### config.mk
export PLATFORM = sky130hd
export DESIGN_NAME = systolic_operand_feeder_flat
export DESIGN_NICKNAME = d
export VERILOG_FILES = /design/src/rtl/systolic_operand_feeder_if.sv /design/src/rtl/systolic_operand_feeder.sv /design/src/flat_wrapper.sv
export SDC_FILE = /design/constraint.sdc
export NUM_CORES = 1
export LEC_CHECK = 0
export CAP_MARGIN = 0
export CORE_MARGIN = 3
export CORE_UTILIZATION = 45
export CTS_BUF_LIST = sky130_fd_sc_hd__clkbuf_16
export DETAILED_ROUTE_END_ITERATION = 6
export PLACE_DENSITY = 0.65
export SLEW_MARGIN = 10
export SYNTH_ARGS = -nofsm -noshare
export SYNTH_HDL_FRONTEND = slang
export SYNTH_SLANG_ARGS = --single-unit
export TNS_END_PERCENT = 50
### constraint.sdc
create_clock -name clk -period 1.95 [get_ports clk]
set_input_delay 0.39 -clock clk [delete_from_list [all_inputs] [get_ports clk]]
set_output_delay 0.39 -clock clk [all_outputs]
set_load 0.01 [all_outputs]
### src/rtl/systolic_operand_feeder_if.sv
// Host write port, stream control and operand outputs of the systolic operand feeder.
// master = host/array control side, slave = feeder side.
interface systolic_operand_feeder_if #(
    parameter int N  = 2,
    parameter int M  = 2,
    parameter int K  = 4,
    parameter int DW = 8
);
    localparam int MX = (N > M) ? N : M;
    localparam int AW = (MX * K > 1) ? $clog2(MX * K) : 1;

    logic          wr_en;
    logic          wr_sel;
    logic [AW-1:0] wr_addr;
    logic [DW-1:0] wr_data;
    logic          go;
    logic          load;
    logic [N*DW-1:0] A_data;
    logic [M*DW-1:0] B_data;
    logic          finished;
    logic          busy;

    modport master (
        output wr_en, wr_sel, wr_addr, wr_data, go, load,
        input  A_data, B_data, finished, busy
    );

    modport slave (
        input  wr_en, wr_sel, wr_addr, wr_data, go, load,
        output A_data, B_data, finished, busy
    );
endinterface

### src/rtl/systolic_operand_feeder.sv
// Skewed operand source for an N x M systolic MAC array.
// Buffers A (N x K) and B (K x M) and issues one wavefront per load.
module systolic_operand_feeder #(
    parameter int N  = 2,
    parameter int M  = 2,
    parameter int K  = 4,
    parameter int DW = 8
) (
    input  logic clk,
    input  logic rst,
    systolic_operand_feeder_if.slave bus
);
    localparam int TMAX = K + N + M;
    localparam int TW   = $clog2(TMAX + 1);
    localparam logic [TW-1:0] T_LAST = TW'(K - 1);
    localparam logic [TW-1:0] T_SAT  = TW'(TMAX);

    typedef enum logic {IDLE, STREAM} state_e;

    state_e state_q, state_d;
    logic [TW-1:0] t_q, t_d;
    logic          fin_q, fin_d;
    logic [N*DW-1:0] a_out_q, a_out_d;
    logic [M*DW-1:0] b_out_q, b_out_d;
    logic [DW-1:0] a_mem_q [N*K];
    logic [DW-1:0] a_mem_d [N*K];
    logic [DW-1:0] b_mem_q [K*M];
    logic [DW-1:0] b_mem_d [K*M];

    logic busy;
    logic go_ok;
    logic step;
    logic wr_ok;

    // State register
    always_ff @(posedge clk) begin
        if (rst) state_q <= IDLE;
        else     state_q <= state_d;
    end

    // Next-state logic; STREAM only leaves through reset
    always_comb begin
        state_d = state_q;
        unique case (state_q)
            IDLE:    if (bus.go) state_d = STREAM;
            STREAM:  state_d = STREAM;
            default: state_d = IDLE;
        endcase
    end

    // FSM outputs and control qualifiers
    always_comb begin
        busy  = (state_q == STREAM) && !fin_q;
        go_ok = bus.go && ((state_q == IDLE) || fin_q);
        step  = (state_q == STREAM) && bus.load && !go_ok;
        wr_ok = bus.wr_en && !busy;
    end

    // Step counter and finished flag
    always_comb begin
        t_d   = t_q;
        fin_d = fin_q;
        if (go_ok) begin
            t_d   = '0;
            fin_d = 1'b0;
        end else if (step) begin
            if (t_q == T_LAST) fin_d = 1'b1;
            if (t_q < T_SAT)   t_d   = t_q + 1'b1;
        end
    end

    // Buffer writes land at the same edge as a go, ahead of the first load
    always_comb begin
        a_mem_d = a_mem_q;
        b_mem_d = b_mem_q;
        for (int e = 0; e < N * K; e++) begin
            if (wr_ok && !bus.wr_sel && (int'(bus.wr_addr) == e))
                a_mem_d[e] = bus.wr_data;
        end
        for (int e = 0; e < K * M; e++) begin
            if (wr_ok && bus.wr_sel && (int'(bus.wr_addr) == e))
                b_mem_d[e] = bus.wr_data;
        end
    end

    // Wavefront select: the lag is matched against every valid k,
    // so a lag outside [0,K) simply selects nothing and yields 0.
    always_comb begin
        a_out_d = a_out_q;
        b_out_d = b_out_q;
        if (step) begin
            a_out_d = '0;
            b_out_d = '0;
            for (int i = 0; i < N; i++) begin
                for (int k = 0; k < K; k++) begin
                    if (int'(t_q) - i == k)
                        a_out_d[i*DW +: DW] = a_mem_q[i*K + k];
                end
            end
            for (int j = 0; j < M; j++) begin
                for (int k = 0; k < K; k++) begin
                    if (int'(t_q) - j == k)
                        b_out_d[j*DW +: DW] = b_mem_q[k*M + j];
                end
            end
        end
    end

    always_ff @(posedge clk) begin
        if (rst) begin
            t_q     <= '0;
            fin_q   <= 1'b0;
            a_out_q <= '0;
            b_out_q <= '0;
            for (int e = 0; e < N * K; e++) a_mem_q[e] <= '0;
            for (int e = 0; e < K * M; e++) b_mem_q[e] <= '0;
        end else begin
            t_q     <= t_d;
            fin_q   <= fin_d;
            a_out_q <= a_out_d;
            b_out_q <= b_out_d;
            for (int e = 0; e < N * K; e++) a_mem_q[e] <= a_mem_d[e];
            for (int e = 0; e < K * M; e++) b_mem_q[e] <= b_mem_d[e];
        end
    end

    assign bus.A_data   = a_out_q;
    assign bus.B_data   = b_out_q;
    assign bus.finished = fin_q;
    assign bus.busy     = busy;
endmodule

### src/flat_wrapper.sv
// flat-port wrapper written by rule: the top's interface ports become plain ports
module systolic_operand_feeder_flat 
#(
    parameter int N  = 2,
    parameter int M  = 2,
    parameter int K  = 4,
    parameter int DW = 8
)
  (clk, rst, bus_wr_en, bus_wr_sel, bus_wr_addr, bus_wr_data, bus_go, bus_load, bus_A_data, bus_B_data, bus_finished, bus_busy);
  systolic_operand_feeder_if #(.N(N), .M(M), .K(K), .DW(DW)) bus_i ();
  input  logic clk;
  input  logic rst;
  input wire logic [$bits(bus_i.wr_en)-1:0] bus_wr_en;
  input wire logic [$bits(bus_i.wr_sel)-1:0] bus_wr_sel;
  input wire logic [$bits(bus_i.wr_addr)-1:0] bus_wr_addr;
  input wire logic [$bits(bus_i.wr_data)-1:0] bus_wr_data;
  input wire logic [$bits(bus_i.go)-1:0] bus_go;
  input wire logic [$bits(bus_i.load)-1:0] bus_load;
  output wire logic [$bits(bus_i.A_data)-1:0] bus_A_data;
  output wire logic [$bits(bus_i.B_data)-1:0] bus_B_data;
  output wire logic [$bits(bus_i.finished)-1:0] bus_finished;
  output wire logic [$bits(bus_i.busy)-1:0] bus_busy;
  assign bus_i.wr_en = bus_wr_en;
  assign bus_i.wr_sel = bus_wr_sel;
  assign bus_i.wr_addr = bus_wr_addr;
  assign bus_i.wr_data = bus_wr_data;
  assign bus_i.go = bus_go;
  assign bus_i.load = bus_load;
  assign bus_A_data = bus_i.A_data;
  assign bus_B_data = bus_i.B_data;
  assign bus_finished = bus_i.finished;
  assign bus_busy = bus_i.busy;
  systolic_operand_feeder #(.N(N), .M(M), .K(K), .DW(DW)) u_core (.clk(clk), .rst(rst), .bus(bus_i));
endmodule
### Yosys cells after proc, flatten, opt, wreduce, memory -nomap -nowiden

Cells that the tools add are included.

| operators by class | value |
|---|---|
| add/subtract/negate cells | 2 |
| $lt $le $gt $ge | 1 |
| eq/ne operators | 14 |
| mux-type cells | 18 |
| bitwise operators | 1 |
| reductions and logical operators | 34 |

Operator list:

| kind | count |
|---|---|
| $mux 8 | 16 |
| $eq 32x3->1 const B | 2 |
| $logic_not 32->1 | 2 |
| $eq 32x2->1 const B | 1 |
| $logic_and 1x1->1 | 23 |
| $eq 3x3->1 const B | 4 |
| $eq 4x2->1 const B | 2 |
| $eq 4x3->1 const B | 2 |
| $eq 3x2->1 const B | 2 |
| $sub 4x1->5 const B | 1 |
| $add 4x1->4 const B | 1 |
| $logic_not 1->1 | 4 |
| $lt 4x4->1 const B | 1 |
| $reduce_and 2->1 | 2 |
| $eq 3x1->1 const B | 1 |
| $logic_not 3->1 | 1 |
| $pmux 1 s2 | 1 |
| $reduce_or 2->1 | 1 |
| $logic_or 1x1->1 | 1 |
| $mux 1 | 1 |
| $not 1->1 | 1 |

| storage, ports and cells | value |
|---|---|
| bits in registers | 166 |
| input bits | 17 |
| word-level logic and storage cells | 91 |

### Logic depth before layout (Yosys ltp)

Gate-level depths: netlist (run 1).

| depth | value |
|---|---|
| depth in word-level cells | 6 |
| depth in mapped cells | 8 |

### Worst setup path before layout (run 1)

Ideal clock, no wire load.

| timing path | value |
|---|---|
| path kind | reg2reg |
| from | register u_core.t_q[0] |
| to | register u_core.a_out_q[11], in the netlist u_core.bus.A_data[11] |
| setup time | 117 ps |
| arrival | 1,725 ps |
| data required time | 1,833 ps |
| slack | 109 ps |
| stages on the path, launching flop included | 9 |
| path buffers | 2 |
| clock period less this slack | 1,841 ps |
| cells stage by stage | dfxtp_1 -> inv_1 -> ha_1 -> nor2b_1 -> clkbuf_1 -> buf_2 -> a221oi_1 -> a21oi_1 -> a22o_1 |

| on the way | value |
|---|---|
| longest elaborated chain between the ends | 6 |
| elaborated cells between the ends (all ways) | 9 |
| classes of those cells | add/sub: 1; eq/ne: 3; mux: 4; reduce/logical: 1 |

Ends and longest elaborated chain:

| what | line | text |
|---|---|---|
| start, declared | systolic_operand_feeder.sv:21 | `logic [TW-1:0] t_q, t_d;` |
| start signal, assigned | systolic_operand_feeder.sv:118 | `t_q <= t_d;` |
| $sub 4x1->5 * | systolic_operand_feeder.sv:96 | `if (int'(t_q) - i == k)` |
| $logic_not 32->1 | systolic_operand_feeder.sv:96 |  |
| $mux 8 (3 in a row) | systolic_operand_feeder.sv:96 |  |
| $mux 8 * | systolic_operand_feeder.sv:96 |  |
| end signal, assigned | systolic_operand_feeder.sv:120 | `a_out_q <= a_out_d;` |
| end, declared | systolic_operand_feeder.sv:23 | `logic [N*DW-1:0] a_out_q, a_out_d;` |

Every way passes the cells marked *; elsewhere a longest branch is shown, timed or not.
A chain may end at the register's enable or synchronous reset.

### Final worst setup path (run 1)

| timing path | value |
|---|---|
| from | register u_core.t_q[0] |
| to | register u_core.b_out_q[11], in the netlist u_core.bus.B_data[11] |

| on the way | value |
|---|---|
| longest elaborated chain between the ends | 6 |
| elaborated cells between the ends (all ways) | 9 |
| classes of those cells | add/sub: 1; eq/ne: 3; mux: 4; reduce/logical: 1 |

Ends and longest elaborated chain:

| what | line | text |
|---|---|---|
| $sub 4x1->5 * | systolic_operand_feeder.sv:102 | `if (int'(t_q) - j == k)` |
| $logic_not 32->1 | systolic_operand_feeder.sv:102 |  |
| $mux 8 (3 in a row) | systolic_operand_feeder.sv:102 |  |
| $mux 8 * | systolic_operand_feeder.sv:102 |  |
| end signal, assigned | systolic_operand_feeder.sv:121 | `b_out_q <= b_out_d;` |
| end, declared | systolic_operand_feeder.sv:24 | `logic [M*DW-1:0] b_out_q, b_out_d;` |

Marks and branches as above.

==> reports/metrics.yaml, run 1 <==
status: "finished, final reports clean"
area_delta_synth_final_pct: 22.9
synthTopCellsByCount: "dfxtp_1, nor2_1, mux2i_1, clkbuf_1, a21oi_1"
p_switching_mw: 1.64
synth_top_area_frac: 0.464
slew_headroom: 0.417
crit_chain: "inv_1 -> buf_4 -> ha_1 -> nor2b_1 -> buf_4 -> a221oi_1 -> a21oi_1 -> a22o_1"
rsz0062_at_grt: "true"
switching_share: 0.225
crit_slowest_cell: "a221oi_1"
ant_nets: 0
htreeDepth: 4
routabilityCongestion: 0.849
max_slew.worst_pin.slew_ns: 0.874
cp.required_ns: 2.26
die_h_um: 132
leakage_nw: 3.93
drive_gt1_frac: 0.138
critPathCaptureType: "register"
seq_power_share: 0.476
p_clk_frac: 0.450
clk_pin_slew_ns: 0.06
critPathKind: "register to register"
die-area_mm2: 0.0175
grt_pass1_wl_um: 29000
clockBufferDepth: 2
post_drt_via_cell_ratio: 5.42
crit_fanout: 16
synth-edff-count: 0
ctsHoldBuffers: 0
portBuffers: 50
diodes: 0
critPathLaunchType: "register"
p_int_mw: 5.64
yosysTopAreaCell: "dfxtp_1"
antenna_found_initial: 0
cts_tree: "built"
finalWirelength_um: 17700
syn_nets: 767
pin_count: 51
synthFlopType: "dfxtp_1"
final_nets: 831
layout.cells.non_filler: 1029
yosys_register_bits: 166
critPathMostFrequentCell: "buf_4"
dp_hpwl_um: 11200
grt_max_degree: 87
max_freq_mhz: 544
worstPathArrival_ns: 2.15
dr.first_iter.drc_count: 473
root_buffer: "clkbuf_16"
maxCapViolCount: 0
synthMostInstantiatedCell: "dfxtp_1"
finalCritPeriodShare: 0.942
place_inst: 997
rows: 45
cts.sinks: 166
async_flop_share: 0
comb_power_share: 0.074
first_pass_iters: 5
coreArea_mm2: 0.0154
ys_top_cells_by_area: "dfxtp_1, mux2i_1, nor2_1, a221oi_1, a21oi_1"
total_power_mw: 7.28
drv_slew: 0
yosysSeqAreaShare: 0.464
routedWlPerCell_um: 17.2
fin_crit_ns: 1.84
grt_usage: 0.204
setup-violations-final: 0
grt_pass1_vias: 5656
cts_buffers: 17
die_w_um: 132
powerDensity_mw_per_mm2: 826
insertion_delay_ns: 0.42
hold_viol: 0
post-route-drc-count: 0
overflow: 0
synthesis.area_mm2: 0.00717
yosysWarnings: 0
ir_drop_mv: 0.679
syn_inst: 742
fin_util: 0.573
synth_cell_types: 40
initial_utilization: 0.466
cpPeakStageDelay_ns: 0.35
num_vias: 5574
fin_tns_setup_ns: 0
hold_path_class: "register to register"
avgSynthCellArea_um2: 9.66
skew_ns: 0.00839
cell type report:
cell class / count / area, um^2
clock inverters: 14 / 146
inverters: 19 / 71.3
well taps: 211 / 264
repair buffers: 105 / 1040
flip-flops and latches: 166 / 3320
fillers: 1332 / 6560
clock buffers: 17 / 425
multi-input cells: 497 / 3540
through the flow:
step                hold WS [ns]  area [um^2]  setup WS [ns]
detailed placement         0.466         8180         -0.351
global placement           0.461         8180         -0.274
finish                     0.484         8810          0.112
floorplan                  0.460         7170          0.109
CTS                        0.488         8770         0.0226
global route               0.514         8810       -0.00647
cell families after synthesis:
group / synth area share
AND/OR/NAND/NOR: 0.175
flip-flops: 0.464
multiplexers: 0.180
AO/OA/AOI/OAI: 0.117
buffers and inverters: 0.0487
adder cells (fa/ha/maj): 0.0140
XOR/XNOR: 0.00122
cell usage in the layout (no fill, tap or decap), drive strengths merged, types with 2 or more instances in the layout:
cell,netlist,final
dfxtp,166,166
nor2,152,152
mux2i,129,129
buf,23,56
clkdlybuf4s50,0,48
a21oi,36,36
a221oi,32,32
inv,19,23
nand2,20,20
nand3b,17,17
nor3,17,17
nor2b,17,17
clkbuf,37,17
a22o,16,16
a211oi,16,16
ha,8,8
nand4,8,8
clkinv,0,6
nor3b,6,6
nand4b,4,4
and4b,3,3
bufinv,0,3
and2,2,2
and3b,2,2
nor4b,2,2
routing by layer:
metal  global-route usage  part of all wire  routed length [um]  vias to the layer above
met5                    0                 0                   0                        -
met4               0.0548             0.012                 216                        0
met3               0.0573             0.050                 890                       18
met2                0.332              0.48                8430                      132
met1                0.269              0.46                8170                     2705
li1                     -                 -                   -                     2719
final timing paths:
kind	depth (start not counted)	slack [ns]	to	startpoint
max	8	0.11	u_core.bus.B_data[11]	u_core.t_q[0]
min	1	0.48	u_core.bus.B_data[14]	u_core.bus.B_data[14]
max reg2reg	8	0.11	u_core.bus.B_data[11]	u_core.t_q[0]
min reg2reg	1	0.48	u_core.bus.B_data[14]	u_core.bus.B_data[14]
registers in the layout (all words and copies together) (netlist names):
| signal | count |
|---|---|
| u_core.a_mem_q | 64 |
| u_core.b_mem_q | 64 |
| u_core.bus.A_data | 16 |
| u_core.bus.B_data | 16 |
| u_core.t_q | 4 |
| u_core.bus.finished | 1 |
| u_core.state_q | 1 |
power by group through the flow:
stage | clock [mW] | combinational, mW | sequential (mW)
2_1_floorplan | 0 | 0.285 | 3.55
3_3_place_gp | 0 | 0.525 | 3.54
3_5_place_dp | 0 | 0.536 | 3.54
4_1_cts | 3.32 | 0.538 | 3.46
5_1_grt | 3.47 | 0.588 | 3.47
6_report | 3.27 | 0.539 | 3.46
repair_timing:
action / 4_1_cts / 5_1_grt
setup endpoints to repair: 17 / 15
setup buffers: 1 / 0
resized for setup: 2 / 7
pin swaps: 1 / 3
cloned: 0 / 0
worst max-delay path: cells and delay by family (launching register included):
family                   cells  cell delay, ns
adder cells (fa/ha/maj)      1            0.21
flip-flops                   1            0.33
buffers and inverters        3            0.41
AO/OA/AOI/OAI                3            0.66
AND/OR/NAND/NOR              1            0.13
Note: power is estimated with default switching activity, not from simulation.
==> run 2: changes to the inputs <==
--- a/config.mk
+++ b/config.mk
@@ -5,6 +5,7 @@
 export SDC_FILE = /design/constraint.sdc
 export NUM_CORES = 1
 export LEC_CHECK = 0
+export ABC_AREA = 1
 export CAP_MARGIN = 0
 export CORE_MARGIN = 3
 export CORE_UTILIZATION = 45
==> run 2 against run 1 <==
Net effect: largest power group unchanged; via count rose by 28%; count of clock-buffer cells in the layout unchanged; sequential share of layout area decreased by 1.2 points; first-iteration DRC count grew 17%; worst setup slack improved by 0.057 ns; non-clock buffer count up 2; final area up 3.2%; maximum frequency grew 3.2%; critical path type unchanged; critical path depth grew 7; critical endpoint is now u_core.bus.B_data[12]; total power rose by 2.2%; register-to-register slack better by 0.06 ns.
==> reports/metrics.yaml, run 2 <==
status: "finished, final reports clean"
synth-edff-count: 0  # unchanged
coreArea_mm2: 0.0160  # +4.1%
worstPathArrival_ns: 2.09  # -0.06 ns
yosysTopAreaCell: "dfxtp_1"
post-route-drc-count: 0  # unchanged
powerDensity_mw_per_mm2: 818  # -0.91%
ctsHoldBuffers: 0  # unchanged
clockBufferDepth: 2  # unchanged
grt_max_degree: 75  # -14%
routedWlPerCell_um: 15.6  # -9.6%
finalWirelength_um: 21300  # +20%
pin_count: 51  # unchanged
ff2ff_setup_slack_ns: 0.17  # +0.06 ns
dr.first_iter.drc_count: 555  # +17%
diodes: 0  # unchanged
critPathCaptureType: "register"
maxCapViolCount: 0  # unchanged
cp.required_ns: 2.26  # about the same
rsz0062_at_grt: "false"
syn_inst: 1069  # +44%
drv_slew: 0  # unchanged
final_cell_mix: "nor2_1, dfxtp_1, o21ai_0"
yosysSeqAreaShare: 0.450  # -0.0138
ys_top_cells_by_area: "dfxtp_1, nor2_1, o21ai_0, nand2_1, inv_1"
fin_tns_setup_ns: 0  # unchanged
insertion_delay_ns: 0.43  # about the same
finalCritPeriodShare: 0.913  # -0.0293
final_nets: 1163  # +40%
max_slew.worst_pin.slew_ns: 0.392  # -0.482 ns
synth_cell_types: 26  # -35%
fin_crit_ns: 1.78  # -0.0571 ns
dp_slack_ns: -0.0581  # +0.293 ns
yosysWarnings: 0  # unchanged
fin_util: 0.568  # -0.00518
setup-violations-final: 0  # unchanged
rr_worst_depth: 15  # +7
die_w_um: 134  # +1.5%
crit_fanout: 13  # -3
die-area_mm2: 0.0180  # +2.9%
post_drt_via_cell_ratio: 5.22  # -3.6%
initial_utilization: 0.462  # -0.00458
num-fill-cells: 1579  # +19%
htreeDepth: 4  # unchanged
drive_gt1_frac: 0.0947  # -0.0434
leakage_nw: 4.19  # +6.7%
synthMostInstantiatedCell: "nor2_1"
register_area_mm2: 0.00332  # unchanged
cts_buffers: 17  # unchanged
synth_top_area_frac: 0.450  # -0.0138
overflow: 0  # unchanged
grt_usage: 0.233  # +0.0281
async_flop_share: 0  # unchanged
multiInputGateArea_mm2: 0.00343  # -3.0%
synthTopCellsByCount: "nor2_1, dfxtp_1, o21ai_0, nand2_1, inv_1"
avgSynthCellArea_um2: 6.91  # -28%
antenna_found_initial: 0  # unchanged
hold_path_class: "register to register"
rows: 46  # +2.2%
ant_nets: 0  # unchanged
yosys_register_bits: 166  # unchanged
synthesis.area_mm2: 0.00739  # +3.1%
grt_pass1_vias: 6524  # +15%
first_pass_iters: 5  # unchanged
slew_headroom: 0.736  # +0.318
top_regs: "u_core.a_mem_q (64), u_core.b_mem_q (64)"
grt_pass1_wl_um: 33500  # +15%
routabilityCongestion: 0.782  # -7.8%
portBuffers: 50  # unchanged
skew_ns: 0.00793  # -0.000458 ns
max_freq_mhz: 562  # +3.2%
critPathLaunchType: "register"
critPathKind: "register to register"
clk_pin_slew_ns: 0.06  # about the same
cts_tree: "built"
num_vias: 7135  # +28%
area_delta_synth_final_pct: 23.0  # about the same
synthFlopType: "dfxtp_1"
root_buffer: "clkbuf_16"
total_power_mw: 7.44  # +2.2%
ir_drop_mv: 0.671  # -1.1%
cts.sinks: 166  # unchanged
hold_depth: 2  # +1
worst_slack_ns: 0.170  # +0.0571 ns
dp_hpwl_um: 12700  # +13%
layout.cells.most_common: "nor2_1"
hold_viol: 0  # unchanged
die_h_um: 134  # +1.5%
syn_nets: 1094  # +43%
[run 2: timing repair]
item                       4_1_cts  5_1_grt
buffers inserted                 0        2
gates resized for setup          0       10
setup endpoints to repair        0       24
[run 2: logic make-up (layout without fill, tap and decap cells)]
group,Yosys count,after routing,share of synthesized area
flops,166,166,0.450
fa+ha+maj,8,8,0.0135
buf+inv,163,245,0.0877
compound gates,250,250,0.178
simple gates,482,482,0.271
[run 2: path summary, 6_finish.rpt]
kind	to	startpoint
worst max-delay path	u_core.bus.B_data[12]	u_core.t_q[0]
worst min-delay path	u_core.b_mem_q[39]	u_core.b_mem_q[39]
worst max register to register	u_core.bus.B_data[12]	u_core.t_q[0]
worst min register to register	u_core.b_mem_q[39]	u_core.b_mem_q[39]
[run 2: cell type report]
cell class	instances	share of cell area
flip-flops and latches	166	0.366
clock inverters	15	0.0179
clock buffers	17	0.0468
repair buffers	107	0.118
well taps	216	0.0297
inverters	106	0.0442
multi-input cells	740	0.378
[run 2: routing by layer]
layer	GRT usage	up-vias	routed length [um]
met5	0	-	0
met2	0.373	216	9860
met4	0.0781	0	462
met3	0.0465	35	1270
li1	-	3595	-
met1	0.316	3289	9670
[run 2: report_power, final]
group,total [mW],internal (mW),switching (mW)
registers,3.49,3.46,0.0312
clock network,3.40,2.00,1.40
logic,0.544,0.200,0.344
total,7.44,5.66,1.78
[run 2: critical path, cell delays in order (launching register included)]
cell	delay (ns)
dfxtp_1	0.31
inv_1	0.07
ha_2	0.18
inv_1	0.04
nand2_1	0.06
nand2_2	0.09
nor2_8	0.14
buf_6	0.14
clkbuf_16	0.16
nand4_1	0.08
nand2_1	0.09
inv_1	0.05
nand2_1	0.06
nand2_1	0.07
nand2_1	0.08
a21oi_2	0.05
[run 2: through the flow]
step / hold WS (ns) / std cells / cell area, um^2
3_5_place_dp: 0.442 / 1331 / 8410
6_report: 0.453 / 1367 / 9090
4_1_cts: 0.452 / 1363 / 9000
5_1_grt: 0.477 / 1367 / 9090
2_1_floorplan: 0.430 / 1069 / 7390
3_3_place_gp: 0.439 / 1331 / 8410
